## src/rtl/traffic_phase_scheduler_if.sv

```systemverilog
// Handshake bundle between the tick/request sources and the phase scheduler.
// TRAFFIC_PREEMPT_EN adds the preempt level to the bundle.
interface traffic_phase_scheduler_if #(
  parameter int CW = 8
);
  logic          tick;
  logic          ns_req;
  logic          ew_req;
`ifdef TRAFFIC_PREEMPT_EN
  logic          preempt;
`endif
  logic [5:0]    lights;
  logic          red_sel;
  logic          nsgreen_sel;
  logic          nstrans_sel;
  logic          ewgreen_sel;
  logic          ewtrans_sel;
  logic [CW-1:0] remaining;
  logic          phase_done;

  modport master (
`ifdef TRAFFIC_PREEMPT_EN
    output preempt,
`endif
    output tick, ns_req, ew_req,
    input  lights, red_sel, nsgreen_sel, nstrans_sel, ewgreen_sel, ewtrans_sel,
    input  remaining, phase_done
  );

  modport slave (
`ifdef TRAFFIC_PREEMPT_EN
    input  preempt,
`endif
    input  tick, ns_req, ew_req,
    output lights, red_sel, nsgreen_sel, nstrans_sel, ewgreen_sel, ewtrans_sel,
    output remaining, phase_done
  );
endinterface

```

## src/rtl/traffic_phase_scheduler.sv

```systemverilog
// Intersection phase sequencer with request-aware green timing, advanced by a tick strobe.
// Optional TRAFFIC_PREEMPT_EN: preempt level forces green to yellow and holds all-red.
//
// state    | meaning
// ---------+-----------------------------------------------
// NS_GREEN | north-south green, min/max timing vs pend_ew
// NS_YEL   | north-south transition
// RED_A    | all-red clearance before east-west
// EW_GREEN | east-west green, min/max timing vs pend_ns
// EW_YEL   | east-west transition
// RED_B    | all-red clearance before north-south (reset state)
module traffic_phase_scheduler #(
  parameter int CW        = 8,
  parameter int GREEN_MIN = 5,
  parameter int GREEN_MAX = 20,
  parameter int YEL_T     = 3,
  parameter int RED_T     = 2
) (
  input logic                  clk,
  input logic                  clr_n,
  traffic_phase_scheduler_if.slave bus
);

  typedef enum logic [2:0] {
    NS_GREEN = 3'd0,
    NS_YEL   = 3'd1,
    RED_A    = 3'd2,
    EW_GREEN = 3'd3,
    EW_YEL   = 3'd4,
    RED_B    = 3'd5
  } state_t;

  localparam logic [CW-1:0] G_DUR    = CW'(GREEN_MAX);
  localparam logic [CW-1:0] Y_DUR    = CW'(YEL_T);
  localparam logic [CW-1:0] R_DUR    = CW'(RED_T);
  localparam logic [CW-1:0] G_MIN_M1 = CW'(GREEN_MIN - 1);
  localparam logic [CW-1:0] G_MAX_M1 = CW'(GREEN_MAX - 1);
  localparam logic [CW-1:0] Y_M1     = CW'(YEL_T - 1);
  localparam logic [CW-1:0] R_M1     = CW'(RED_T - 1);

  state_t        state, state_nx;
  logic [CW-1:0] cnt, cnt_nx;
  logic          pend_ns, pend_ns_nx;
  logic          pend_ew, pend_ew_nx;
  logic          hold, hold_nx;
  logic          change;
  logic          opp_pend;
  logic          pre;

  logic [5:0]    lights_q;
  logic [4:0]    sel_q;
  logic [CW-1:0] rem_q;
  logic          done_q;

`ifdef TRAFFIC_PREEMPT_EN
  assign pre = bus.preempt;
`else
  assign pre = 1'b0;
`endif

  function automatic state_t next_of(input state_t s);
    case (s)
      NS_GREEN: next_of = NS_YEL;
      NS_YEL:   next_of = RED_A;
      RED_A:    next_of = EW_GREEN;
      EW_GREEN: next_of = EW_YEL;
      EW_YEL:   next_of = RED_B;
      default:  next_of = NS_GREEN;
    endcase
  endfunction

  function automatic logic [CW-1:0] dur_of(input state_t s);
    case (s)
      NS_GREEN, EW_GREEN: dur_of = G_DUR;
      NS_YEL, EW_YEL:     dur_of = Y_DUR;
      default:            dur_of = R_DUR;
    endcase
  endfunction

  function automatic logic [5:0] lights_of(input state_t s);
    case (s)
      NS_GREEN: lights_of = 6'b000001;
      NS_YEL:   lights_of = 6'b000010;
      RED_A:    lights_of = 6'b000100;
      EW_GREEN: lights_of = 6'b001000;
      EW_YEL:   lights_of = 6'b010000;
      default:  lights_of = 6'b100000;
    endcase
  endfunction

  // packed as {red, nsgreen, nstrans, ewgreen, ewtrans}
  function automatic logic [4:0] sel_of(input state_t s);
    case (s)
      NS_GREEN: sel_of = 5'b01000;
      NS_YEL:   sel_of = 5'b00100;
      EW_GREEN: sel_of = 5'b00010;
      EW_YEL:   sel_of = 5'b00001;
      default:  sel_of = 5'b10000;
    endcase
  endfunction

  always_comb begin
    state_nx = state;
    cnt_nx   = cnt;
    hold_nx  = hold;
    change   = 1'b0;
    opp_pend = (state == NS_GREEN) ? pend_ew : pend_ns;

    case (state)
      NS_GREEN, EW_GREEN: begin
        if (pre) begin
          change = 1'b1;
        end else if (bus.tick) begin
          if ((cnt >= G_MIN_M1 && opp_pend) || cnt == G_MAX_M1) change = 1'b1;
          else cnt_nx = cnt + 1'b1;
        end
      end
      NS_YEL, EW_YEL: begin
        if (bus.tick) begin
          if (cnt == Y_M1) change = 1'b1;
          else cnt_nx = cnt + 1'b1;
        end
      end
      default: begin
        // a preempt seen during clearance lets the first tick after release exit
        if (pre) begin
          hold_nx = 1'b1;
          if (bus.tick && cnt != R_M1) cnt_nx = cnt + 1'b1;
        end else if (bus.tick) begin
          if (cnt == R_M1 || hold) change = 1'b1;
          else cnt_nx = cnt + 1'b1;
        end
      end
    endcase

    if (change) begin
      state_nx = next_of(state);
      cnt_nx   = '0;
      hold_nx  = 1'b0;
    end

    pend_ns_nx = (pend_ns | bus.ns_req) & ~(change && state_nx == NS_GREEN);
    pend_ew_nx = (pend_ew | bus.ew_req) & ~(change && state_nx == EW_GREEN);
  end

  always_ff @(posedge clk or negedge clr_n) begin
    if (!clr_n) begin
      state    <= RED_B;
      cnt      <= '0;
      pend_ns  <= 1'b0;
      pend_ew  <= 1'b0;
      hold     <= 1'b0;
      lights_q <= 6'b100000;
      sel_q    <= 5'b10000;
      rem_q    <= R_DUR;
      done_q   <= 1'b0;
    end else begin
      state    <= state_nx;
      cnt      <= cnt_nx;
      pend_ns  <= pend_ns_nx;
      pend_ew  <= pend_ew_nx;
      hold     <= hold_nx;
      lights_q <= lights_of(state_nx);
      sel_q    <= sel_of(state_nx);
      rem_q    <= dur_of(state_nx) - cnt_nx;
      done_q   <= change;
    end
  end

  assign bus.lights      = lights_q;
  assign bus.red_sel     = sel_q[4];
  assign bus.nsgreen_sel = sel_q[3];
  assign bus.nstrans_sel = sel_q[2];
  assign bus.ewgreen_sel = sel_q[1];
  assign bus.ewtrans_sel = sel_q[0];
  assign bus.remaining   = rem_q;
  assign bus.phase_done  = done_q;

endmodule

```

## src/flat_wrapper.sv

```systemverilog
// flat-port wrapper written by rule: the top's interface ports become plain ports
module traffic_phase_scheduler_flat 
#(
  parameter int CW        = 8,
  parameter int GREEN_MIN = 5,
  parameter int GREEN_MAX = 20,
  parameter int YEL_T     = 3,
  parameter int RED_T     = 2
)
  (clk, clr_n, bus_tick, bus_ns_req, bus_ew_req, bus_lights, bus_red_sel, bus_nsgreen_sel, bus_nstrans_sel, bus_ewgreen_sel, bus_ewtrans_sel, bus_remaining, bus_phase_done);
  traffic_phase_scheduler_if #(.CW(CW)) bus_i ();
  input logic clk;
  input logic clr_n;
  input wire logic [$bits(bus_i.tick)-1:0] bus_tick;
  input wire logic [$bits(bus_i.ns_req)-1:0] bus_ns_req;
  input wire logic [$bits(bus_i.ew_req)-1:0] bus_ew_req;
  output wire logic [$bits(bus_i.lights)-1:0] bus_lights;
  output wire logic [$bits(bus_i.red_sel)-1:0] bus_red_sel;
  output wire logic [$bits(bus_i.nsgreen_sel)-1:0] bus_nsgreen_sel;
  output wire logic [$bits(bus_i.nstrans_sel)-1:0] bus_nstrans_sel;
  output wire logic [$bits(bus_i.ewgreen_sel)-1:0] bus_ewgreen_sel;
  output wire logic [$bits(bus_i.ewtrans_sel)-1:0] bus_ewtrans_sel;
  output wire logic [$bits(bus_i.remaining)-1:0] bus_remaining;
  output wire logic [$bits(bus_i.phase_done)-1:0] bus_phase_done;
  assign bus_i.tick = bus_tick;
  assign bus_i.ns_req = bus_ns_req;
  assign bus_i.ew_req = bus_ew_req;
  assign bus_lights = bus_i.lights;
  assign bus_red_sel = bus_i.red_sel;
  assign bus_nsgreen_sel = bus_i.nsgreen_sel;
  assign bus_nstrans_sel = bus_i.nstrans_sel;
  assign bus_ewgreen_sel = bus_i.ewgreen_sel;
  assign bus_ewtrans_sel = bus_i.ewtrans_sel;
  assign bus_remaining = bus_i.remaining;
  assign bus_phase_done = bus_i.phase_done;
  traffic_phase_scheduler #(.CW(CW), .GREEN_MIN(GREEN_MIN), .GREEN_MAX(GREEN_MAX), .YEL_T(YEL_T), .RED_T(RED_T)) u_core (.clk(clk), .clr_n(clr_n), .bus(bus_i));
endmodule
```

## config.mk

```make
export PLATFORM = sky130hd
export DESIGN_NAME = traffic_phase_scheduler_flat
export DESIGN_NICKNAME = d
export VERILOG_FILES = /design/src/rtl/traffic_phase_scheduler_if.sv /design/src/rtl/traffic_phase_scheduler.sv /design/src/flat_wrapper.sv
export SDC_FILE = /design/constraint.sdc
export NUM_CORES = 1
export LEC_CHECK = 0
export ABC_AREA = 1
export CAP_MARGIN = 10
export CORE_MARGIN = 1
export CORE_UTILIZATION = 45
export DETAILED_ROUTE_END_ITERATION = 12
export GPL_ROUTABILITY_DRIVEN = 0
export PLACE_DENSITY = 0.64
export SYNTH_ARGS = -nofsm -noshare
export SYNTH_HDL_FRONTEND = slang
export SYNTH_SLANG_ARGS = --single-unit
```

## constraint.sdc

```tcl
create_clock -name clk -period 4.1 [get_ports clk]
set_input_delay 1.23 -clock clk [delete_from_list [all_inputs] [get_ports clk]]
set_output_delay 1.23 -clock clk [all_outputs]
set_load 0.02 [all_outputs]
```

Yosys cells after proc, flatten, opt, wreduce, memory -nomap -nowiden
Index checks and enable logic that the tools add are counted.
Widths: inputs -> output; s select.
{"block": "classes", "reduce_logical": 10, "add_sub_neg": 2, "n_eq_ne": 11, "order_cmp": 1, "muxes": 21, "bitwise_logic": 6}
{"op": "$mux 8", "n": 7}
{"op": "$pmux 6 s5", "n": 1}
{"op": "$pmux 5 s4", "n": 1}
{"op": "$pmux 8 s2", "n": 1}
{"op": "$pmux 3 s5", "n": 1}
{"op": "$eq 3x2->1 const B", "n": 4}
{"op": "$pmux 5 s2", "n": 1}
{"op": "$add 8x1->8 const B", "n": 1}
{"op": "$eq 8x1->1 const B", "n": 1}
{"op": "$eq 8x2->1 const B", "n": 1}
{"op": "$eq 8x5->1 const B", "n": 1}
{"op": "$ge 8x3->1 const B", "n": 1}
{"op": "$reduce_or 2->1", "n": 4}
{"op": "$sub 5x8->8", "n": 1}
{"op": "$mux 1", "n": 7}
{"op": "$eq 3x1->1 const B", "n": 2}
{"op": "$eq 3x3->1 const B", "n": 2}
{"op": "$logic_not 3->1", "n": 2}
{"op": "$logic_and 1x1->1", "n": 3}
{"op": "$mux 3", "n": 1}
{"op": "$and 1x1->1", "n": 2}
{"op": "$not 1->1", "n": 2}
{"op": "$or 1x1->1", "n": 2}
{"op": "$pmux 1 s2", "n": 1}
{"op": "$logic_or 1x1->1", "n": 1}
{"block": "totals", "reg_bits": 33, "in_bits": 5, "output_inout_bits": 20, "word_cells": 59}

Depth between registers and ports, before layout
{"block": "logic_depth", "depth_word": 12, "ltp_mapped": 23, "mapped_depth_nobuf": 23}

Least setup slack after synthesis
No wires, ideal clock.
{"block": "synth_timing", "path_kind": "input to register", "from": "in bus_tick", "to": "reg u_core.rem_q[4], in the netlist u_core.bus.remaining[4]", "setup_time_ns": 0.122, "path_slack_ns": 0.563, "stages": 16, "arrival_time_ns": 3.416, "path_buffers": 2, "t_required_ns": 3.978, "cell_sequence": "clkbuf_1 -> inv_1 -> a21oi_4 -> nand2_4 -> buf_6 -> nand2_1 -> nand2_2 -> nor3_1 -> nor2_1 -> ha_1 -> fa_1 -> inv_1 -> nand2_1 -> nand2_1 -> nand2_1 -> xor2_1"}
{"block": "synth_between", "elab_chain_len": 7, "word_cells_on_any_way": 18, "cone_classes": "add/sub (1); eq/ne (3); mux (11); reduce/logical (3)"}
{"element": "start: declaration", "line_no": "flat_wrapper.sv:14", "rtl": "input wire logic [$bits(bus_i.tick)-1:0] bus_tick;"}
{"element": "$mux 1 (on tied branches)", "line_no": "traffic_phase_scheduler.sv:129, traffic_phase_scheduler.sv:113, traffic_phase_scheduler.sv:119"}
{"element": "$pmux 1 s2 *", "line_no": "traffic_phase_scheduler.sv:109", "rtl": "case (state)"}
{"element": "$mux 3 *", "line_no": "traffic_phase_scheduler.sv:136", "rtl": "if (change) begin"}
{"element": "via u_core.state_nx[0]", "line_no": "traffic_phase_scheduler.sv:41", "rtl": "state_t state, state_nx;"}
{"element": "$eq 3x1->1, or another cell as far along", "line_no": "traffic_phase_scheduler.sv:73", "rtl": "case (s)"}
{"element": "$reduce_or 2->1", "line_no": "traffic_phase_scheduler.sv:73"}
{"element": "$pmux 5 s2 *", "line_no": "traffic_phase_scheduler.sv:73"}
{"element": "$sub 5x8->8 *", "line_no": "traffic_phase_scheduler.sv:165", "rtl": "rem_q <= dur_of(state_nx) - cnt_nx;"}
{"element": "end signal: assignment", "line_no": "traffic_phase_scheduler.sv:165"}
{"element": "end: declaration", "line_no": "traffic_phase_scheduler.sv:52", "rtl": "logic [CW-1:0] rem_q;"}
Mark *: on every way through the listed nets, which the timed path passes. The rest lies on a longest branch.

Worst setup path after layout
Same ends and word-level chain as after synthesis.

==> run_results.csv <==
group,metric,value,unit
sta,final.setup.tns,0,ns
job,cap_viol_max_count,0,
finish,nFillCells,412,
cts,root_buffer,"clkbuf_8",
critical_path,path_class,"in -> reg",
detailed_routing,firstDrtPassIters,4,
critical_path,critPathLaunchType,"primary input",
yosys,synth-adder-area-share,4.58,%
detailed_routing,first_iter_violations,175,
cts,post_cts_resized,0,
detailed_routing,wire_per_inst,13.2,um
detailed_routing,dr_wl_met2,1980,um
grt,grt_usage,21.0,%
yosys,synth.area.mux_share,0,%
critical_path,cpMaxStageDelayCell,"clkdlybuf4s50_1",
critical_path,slowest_delay,0.53,ns
yosys,syn_nets,285,
detailed_routing,drc_errors,0,
finish,seqCellArea,782,um^2
grt,grt_pass1_vias,1658,
place,dpl.hpwl,3570,um
hold_path,hold_path.class,"reg -> reg",
detailed_routing,ant_nets,0,
sta,rsz0062_at_grt,"no",
sta,fmax,269,MHz
finish,postLayoutCoreUtil,56.8,%
critical_path,r2r_setup_slack,0.94,ns
floorplan,die_w,69.9,um
grt,grt_antenna_before_repair,0,
sta,period_share,90.6,%
finish,area_delta_synth_final,19.9,%
cts,cts.sinks,31,
floorplan,rows,24,
finish,multi_input_area,0.00110,mm^2
yosys,synth_seq_cells,31,
critical_path,cp-end-kind,"flop",
sta,finalSetupViolations,0,
critical_path,critical_path_buf_inv_count,3,
place,port_buffers,24,
floorplan,dieHeight,69.9,um
yosys,syn_area,0.00208,mm^2
sta,slew_viol_final,0,
detailed_routing,finalWirelength,4680,um
critical_path,crit_chain,"clkdlybuf4s50_1, inv_1, a21oi_4, nand2_4, nand2_1, nand2_1, nor3_1, nor2_1, ha_1, fa_1, inv_1, nand2_1, nand2_1, nand2_1, xor2_1",
critical_path,cp_top_family,"simple AND/OR/NAND/NOR gates",
yosys,yosys.area_share.simple,34.5,%
cts,hold_buffers,0,
detailed_routing,top_layer_used,"met4",
cts,cts_buffers,5,
critical_path,arrival,3.88,ns
status,status,"finished, final reports clean",
cts,clk_path_buf_depth,2,
grt,grt_max_degree,32,
yosys,yosysSeqAreaShare,37.7,%
cts,post_cts_buffers,0,
critical_path,worstPathRequired,4.26,ns
yosys,synth_top_area_share,31.3,%
detailed_routing,wl_met3,210,um
detailed_routing,vias_per_cell,5.02,
grt,grt_pass1_wl,8070,um
sta,hold_viol,0,
finish,fin_nets,315,
finish,num_antenna_cells,0,
sta,worstMarginPinSlew,0.378,ns
finish,drive_above_1_share,13.5,%
critical_path,cp_common_cell,"nand2_1",
floorplan,dieArea,0.00489,mm^2
floorplan,io_pins,25,
yosys,synth_cell_types,34,
grt,gr-total-overflow,0,
sta,max_slew_margin,74.8,%
yosys,synth_compound_area_share,10.3,%
yosys,synth_xor_area_share,3.37,%
yosys,synth_area_leader_cell,"dfrtp_1",
cts,cts_htree_levels,2,
detailed_routing,drt-met1-wl,2430,um
cts,tritoncts,"built",
critical_path,crit_fanout,13,
yosys,syn_inst,273,
detailed_routing,dr_total_vias,1787,
floorplan,start_util,47.4,%
yosys,yosys-top-cells-area,"dfrtp_1 (31%), nand2_1 (12%), inv_1 (6.9%)",
floorplan,core,0.00438,mm^2
yosys,synth_top_family_by_area,"simple AND/OR/NAND/NOR gates",
sta,fin_skew,0.00503,ns
sta,min_period,3.71,ns
cts,clkLatencyLatePin,0.28,ns
cts,clkTransAtPathRegs,0.07,ns
yosys,yosys_warnings,0,
yosys,syn_avg_cell_area,7.61,um^2
[worst reg2reg max path, stage by stage, from the launching register on]
cell and delay (ns):
dfrtp_1 0.44, inv_1 0.19, ha_1 0.17, inv_1 0.04, nor2_1 0.21, a21oi_2 0.11
nand2_4 0.12, nand2_4 0.11, nand2_1 0.08, nand2_1 0.16, nor3_1 0.29, nor2_1 0.07
ha_1 0.21, fa_1 0.40, inv_1 0.09, nand2_1 0.05, nand2_1 0.08, nand2_1 0.06
xor2_1 0.15
[layout make-up]
type,instances,share of cell area [%]
tap,52,2.61
clock buffer,6,3.31
multi-input combinational,196,44.0
clock inverter,2,1.41
sequential,31,31.4
inverter,40,6.13
timing repair buffer,29,11.2
[cell usage after synthesis]
cell type	n
inv_2	1
nor2_2	1
nand2_2	6
nor3_1	4
dfrtp_1	26
xor2_1	8
buf_6	2
buf_2	1
nand4_1	3
buf_4	2
clkbuf_1	1
o22ai_1	2
a21oi_4	1
a21oi_1	8
o211ai_1	8
nand2_4	5
o21ai_0	9
nand2_1	66
inv_4	1
o21bai_1	1
nand3_4	1
nor3b_4	1
nand3_1	25
nand3_2	3
dfstp_2	5
fa_1	1
o31ai_1	1
a21oi_2	2
inv_1	38
nor2_4	1
nand3b_1	2
nor2_1	30
a211oi_1	1
ha_1	6
[stage by stage]
stage | setup WS (ns) | area (um^2) | std cells | hold slack [ns]
2_1_floorplan | 0.563 | 2080 | 273 | 0.470
3_3_place_gp | 0.156 | 2370 | 348 | 0.507
3_5_place_dp | 0.0963 | 2370 | 348 | 0.512
4_1_cts | 0.376 | 2490 | 356 | 0.527
5_1_grt | 0.167 | 2490 | 356 | 0.560
6_report | 0.386 | 2490 | 356 | 0.524
[final timing paths]
path	start	endpoint	cells after the start
max	bus_tick	u_core.bus.remaining[4]$_DFF_PN0_	15
min	u_core.pend_ew$_DFF_PN0_	u_core.pend_ew$_DFF_PN0_	2
max reg2reg	u_core.cnt[0]$_DFF_PN0_	u_core.bus.remaining[4]$_DFF_PN0_	18
min reg2reg	u_core.pend_ew$_DFF_PN0_	u_core.pend_ew$_DFF_PN0_	2
max in group asynchronous	clr_n	u_core.bus.remaining[1]$_DFF_PN1_	2
min in group asynchronous	clr_n	u_core.pend_ns$_DFF_PN0_	2
[state kept, by name, indices dropped and copies added, names as in the netlist]
| register | cells |
|---|---|
| u_core.bus.lights | 6 |
| u_core.bus.phase_done | 1 |
| u_core.bus.remaining | 8 |
| u_core.cnt | 8 |
| u_core.pend_ew | 1 |
| u_core.pend_ns | 1 |
| u_core.sel_q | 3 |
| u_core.state | 3 |
[cells by family after synthesis]
| family | count (synthesis) |
|---|---|
| compound gates | 33 |
| flops | 31 |
| buf+inv | 46 |
| simple gates | 148 |
| xor+xnor | 8 |
| fa+ha+maj | 7 |
[placed cells by master (no fill, tap or decap), types with 3 or more instances in the layout]
cell / netlist / layout
ha_1: 6 / 6
dfrtp_1: 26 / 26
nand3_1: 25 / 25
nor3_1: 4 / 4
inv_1: 38 / 38
clkbuf_8: 0 / 6
dfstp_2: 5 / 5
nand2_4: 5 / 5
a21oi_1: 8 / 8
nand4_1: 3 / 3
nand2_2: 6 / 6
buf_4: 2 / 5
o21ai_0: 9 / 9
nand3_2: 3 / 3
nand2_1: 66 / 66
nor2_1: 30 / 30
o211ai_1: 8 / 8
xor2_1: 8 / 8
clkdlybuf4s50_1: 0 / 24
[per-layer routing]
metal  vias to the layer above  track usage, %
li1                        934               -
met1                       806            32.0
met2                        39            30.7
met3                         8            2.74
met4                         0            7.11
met5                         -               0
Power is left out: the tool's default activity adds up to more than one toggle a clock period on the data nets, which glitch-free logic cannot reach.
